`config.mk`:
```
export PLATFORM = sky130hd
export DESIGN_NAME = serial_frame_deser
export DESIGN_NICKNAME = d
export VERILOG_FILES = /design/src/rtl/serial_frame_deser.sv
export SDC_FILE = /design/constraint.sdc
export NUM_CORES = 1
export LEC_CHECK = 0
export ABC_AREA = 1
export CAP_MARGIN = 20
export CELL_PAD_IN_SITES_DETAIL_PLACEMENT = 1
export CELL_PAD_IN_SITES_GLOBAL_PLACEMENT = 1
export CORE_MARGIN = 1
export CORE_UTILIZATION = 33
export CTS_CLUSTER_SIZE = 28
export DETAILED_ROUTE_END_ITERATION = 8
export MAX_ROUTING_LAYER = met4
export PLACE_DENSITY_LB_ADDON = 0.25
export SETUP_SLACK_MARGIN = 0.3
export SLEW_MARGIN = 20
export SYNTH_ARGS = -nofsm -noshare
export SYNTH_HDL_FRONTEND = slang
export SYNTH_SLANG_ARGS = --single-unit
```
`constraint.sdc`:
```
create_clock -name clk -period 2.5 [get_ports clk]
set_input_delay 0.5 -clock clk [delete_from_list [all_inputs] [get_ports clk]]
set_output_delay 0.5 -clock clk [all_outputs]
set_load 0.02 [all_outputs]
```
`src/rtl/serial_frame_deser.sv`:
```
// Serial-to-parallel frame deserializer: hunts for a sync word in an MSB-first
// bit stream, then emits FRAME_LEN data words on a registered valid/ready port.
module serial_frame_deser #(
  parameter int               WIDTH     = 8,
  parameter logic [WIDTH-1:0] SYNC      = 8'hA5,
  parameter int               FRAME_LEN = 4
) (
  input  logic             clk,
  input  logic             rst,
  input  logic             din,
  output logic [WIDTH-1:0] dout,
  output logic             dout_valid,
  input  logic             dout_ready,
  output logic             dout_last,
  output logic             locked,
  output logic             overrun
);

  localparam int CW  = $clog2(WIDTH);
  localparam int WCW = $clog2(FRAME_LEN) + 1;

  localparam logic [CW-1:0]  BIT_MAX  = CW'(WIDTH - 1);
  localparam logic [WCW-1:0] WORD_MAX = WCW'(FRAME_LEN - 1);

  localparam logic [0:0] ST_HUNT = 1'b0;
  localparam logic [0:0] ST_DATA = 1'b1;

  // Only the low WIDTH-1 history bits are ever read; din supplies the newest bit.
  logic [WIDTH-2:0] shreg;
  logic [WIDTH-1:0] nxt;

  logic [0:0]     state;
  logic [0:0]     state_nxt;
  logic [CW-1:0]  hunt_cnt;
  logic [CW-1:0]  hunt_cnt_nxt;
  logic [CW-1:0]  bit_cnt;
  logic [CW-1:0]  bit_cnt_nxt;
  logic [WCW-1:0] word_cnt;
  logic [WCW-1:0] word_cnt_nxt;

  logic match;
  logic word_done;
  logic slot_free;
  logic xfer;
  logic last_word;

  assign nxt       = {shreg, din};
  assign match     = (state == ST_HUNT) && (hunt_cnt == BIT_MAX) && (nxt == SYNC);
  assign word_done = (state == ST_DATA) && (bit_cnt == BIT_MAX);
  assign last_word = (word_cnt == WORD_MAX);
  assign slot_free = !dout_valid || dout_ready;
  assign xfer      = dout_valid && dout_ready;

  always_comb begin
    state_nxt    = state;
    hunt_cnt_nxt = hunt_cnt;
    bit_cnt_nxt  = bit_cnt;
    word_cnt_nxt = word_cnt;
    case (state)
      ST_HUNT: begin
        if (hunt_cnt != BIT_MAX) begin
          hunt_cnt_nxt = hunt_cnt + CW'(1);
        end
        if (match) begin
          state_nxt    = ST_DATA;
          hunt_cnt_nxt = '0;
          bit_cnt_nxt  = '0;
          word_cnt_nxt = '0;
        end
      end
      default: begin
        // hunt_cnt is held at zero so a return to HUNT needs WIDTH fresh bits.
        hunt_cnt_nxt = '0;
        if (word_done) begin
          bit_cnt_nxt  = '0;
          word_cnt_nxt = word_cnt + WCW'(1);
          if (last_word) begin
            state_nxt = ST_HUNT;
          end
        end else begin
          bit_cnt_nxt = bit_cnt + CW'(1);
        end
      end
    endcase
  end

  always_ff @(posedge clk or posedge rst) begin
    if (rst) begin
      shreg    <= '0;
      state    <= ST_HUNT;
      hunt_cnt <= '0;
      bit_cnt  <= '0;
      word_cnt <= '0;
      locked   <= 1'b0;
    end else begin
      shreg    <= nxt[WIDTH-2:0];
      state    <= state_nxt;
      hunt_cnt <= hunt_cnt_nxt;
      bit_cnt  <= bit_cnt_nxt;
      word_cnt <= word_cnt_nxt;
      locked   <= (state_nxt == ST_DATA);
    end
  end

  // Output slot: a completing word loads if the slot is empty or being drained
  // this same edge; otherwise it is dropped and flagged.
  always_ff @(posedge clk or posedge rst) begin
    if (rst) begin
      dout       <= '0;
      dout_valid <= 1'b0;
      dout_last  <= 1'b0;
      overrun    <= 1'b0;
    end else begin
      overrun <= 1'b0;
      if (word_done) begin
        if (slot_free) begin
          dout       <= nxt;
          dout_valid <= 1'b1;
          dout_last  <= last_word;
        end else begin
          overrun <= 1'b1;
        end
      end else if (xfer) begin
        dout_valid <= 1'b0;
        dout_last  <= 1'b0;
      end
    end
  end

endmodule

```
==> run metrics <==
Root Driver=clkbuf_4; Hold-fix buffers, CTS=0; final instance area=1420 µm²; unrepaired setup endpoints after global routing=false; worst skew pair latency=330 ps; DR vias=811; die area=3900 µm²; sequential power share=59.2%; total track usage=14.4%; worst path bufs/invs=1; layout cells sized above 1=16.0%; Mapped Nets=124; Placed Instance Area=1400 µm²; outcome=complete, no violations; CTS tree=done; Crit Path Category=flip-flop to output pin; internal power=658 µW; chip width=62.5 µm; fill cell count=396; largest net degree at the start of global routing=29; Core ar.=3420 µm²; critical path's slowest cell=clkdlybuf4s50_1; final setup margin=507 ps; Post-Place Cells=174; Tcrit/Tclk final=79.7%; drt pass-1 iters=4; Ant. Diodes=0; min cycle time layout=1990 ps; WL/cell=12.9 µm; crit-path max cell delay=650 ps; total congestion overflow=0; area taken by multi-input logic gates=430 µm²; Cell Area, Synth=1210 µm²; Layout Nets=143; DP HPWL=1770 µm; #FFs+latches synth=28; highest clock rate=502 MHz; Mean Syn Cell Area=10.6 µm²; final hold violation count=0; switching portion of total power=28.7%; area delta synth->final=17.9%; first-pass GRT wire length=4080 µm; CP arrival=1490 ps; sequential share of the synthesized area=58.1%; post-place setup slack=762 ps; CTS resizes=0; antenna-violating nets left=0; routability-driven placement congestion ratio=0.763; post-synthesis cell type count=18; Vias/cell=4.58; final setup fails=0; critical path cell sequence=clkdlybuf4s50_1; skew final=16.0 ps; CTS Buffer Depth=2; Gate power share=21.1%; total power=924 µW; Routed WL=2290 µm; Clk pwr share=19.7%; DRT iter0 DRCs=26; Min-Delay Path Class=flip-flop to flip-flop; TritonCTS Sinks=28; Ports=16; # DRC=0; hold slack final=397 ps; Initial Utilization=35.3%; critical path's top delay family=buffers and inverters; number of global-route vias before repair=864; Lkg Pwr=0.736 nW; PwrDens=649 nW/µm²; Total Neg Setup Slack=0 ps; crit path launch type=flip-flop; # rows=21; Worst Path Max Fanout=8; Crit path required time=2000 ps; synth warn=0; Worst slew margin=76.0%; critical path capture point type=output pin; H-tree levels=1; fin util=41.6%; Max Cap Viol=0; Syn Inst Count=114; clock buffer count from CTS=3; die height=62.5 µm; clk slew on worst S/H paths=150 ps; # port buffers=15; Least-Margin Pin Slew=359 ps; initial antenna violation count=0; Switch Pwr=265 µW; maximum vdd ir drop=0.000303 V; Sequential cell area=702 µm²; # Post-CTS Setup Buffers=0; max-slew violations=0; Layout Cells excl Fill=177
==> synthesized netlist by cell type <==
cell type / instances / share of area (%)
a21oi_1: 1 / 0.41
buf_6: 2 / 1.9
dfrtp_1: 28 / 58
ha_1: 6 / 6.2
inv_1: 10 / 3.1
inv_4: 1 / 0.52
inv_6: 1 / 0.73
mux2i_1: 2 / 1.7
nand2_1: 28 / 8.7
nand2_2: 3 / 1.6
nand2_4: 2 / 1.9
nand3_1: 11 / 4.6
nand3_4: 1 / 1.5
nand3b_1: 1 / 0.62
nor2_1: 8 / 2.5
nor2_2: 2 / 1.0
o21ai_2: 6 / 4.4
xor2_1: 1 / 0.73
==> state kept, by name, indices dropped and copies added (netlist names) <==
signal,flops
bit_cnt,3
dout,8
dout_last,1
dout_valid,1
hunt_cnt,3
overrun,1
shreg,7
state,1
word_cnt,3
==> final cells by class <==
cell class,instances,area share (%)
repair buffers,16,11.1
multi-input cells,72,30.3
well taps,46,4.05
clock buffers,3,1.58
inverters,12,3.69
flip-flops and latches,28,49.3
==> layout by cell type, fill, tap and decap left out, types with 3 or more instances in the layout <==
cell,n
dfrtp_1,27
nand2_2,3
inv_1,10
o21ai_2,6
clkbuf_4,3
nand3_1,11
clkdlybuf4s50_1,15
nand2_1,28
ha_1,6
nor2_1,8
==> power groups by stage <==
stage / sequential (mW) / clock, mW / combinational (mW)
3_5_place_dp: 0.557 / 0 / 0.203
6_report: 0.547 / 0.182 / 0.195
4_1_cts: 0.547 / 0.191 / 0.204
2_1_floorplan: 0.555 / 0 / 0.134
5_1_grt: 0.556 / 0.214 / 0.229
3_3_place_gp: 0.550 / 0 / 0.183
==> metal layers <==
metal / track usage [%] / vias up / share of wire, %
met5: - / - / 0
met4: 6.98 / 0 / 2.2
met3: 2.19 / 4 / 2.7
met2: 23.8 / 12 / 51
met1: 17.2 / 396 / 44
li1: - / 399 / -
==> cell families after synthesis <==
logic type                 after synthesis  synth area share [%]
buffers and inverters                   14                  6.22
and+or+nand+nor                         56                  22.3
xor gates and xnor gates                 1                 0.726
DFF                                     28                  58.1
AOI/OAI and AO/OA                        7                  4.77
muxes                                    2                  1.66
adders and majority gates                6                  6.22
==> path summary, 6_finish.rpt <==
path	slack, ps	end	depth (start not counted)	from
hold reg to reg	400	shreg[3]$_DFF_PP0_	0	shreg[2]$_DFF_PP0_
hold / removal	400	shreg[3]$_DFF_PP0_	0	shreg[2]$_DFF_PP0_
min in group asynchronous	520	word_cnt[1]$_DFFE_PP0P_	3	rst
setup / recovery	510	locked	1	state$_DFF_PP0_
max in group asynchronous	1700	state$_DFF_PP0_	3	rst
setup reg to reg	990	hunt_cnt[1]$_DFFE_PP0P_	7	hunt_cnt[0]$_DFFE_PP0P_
No activity file was read; power rests on OpenSTA's default activity.
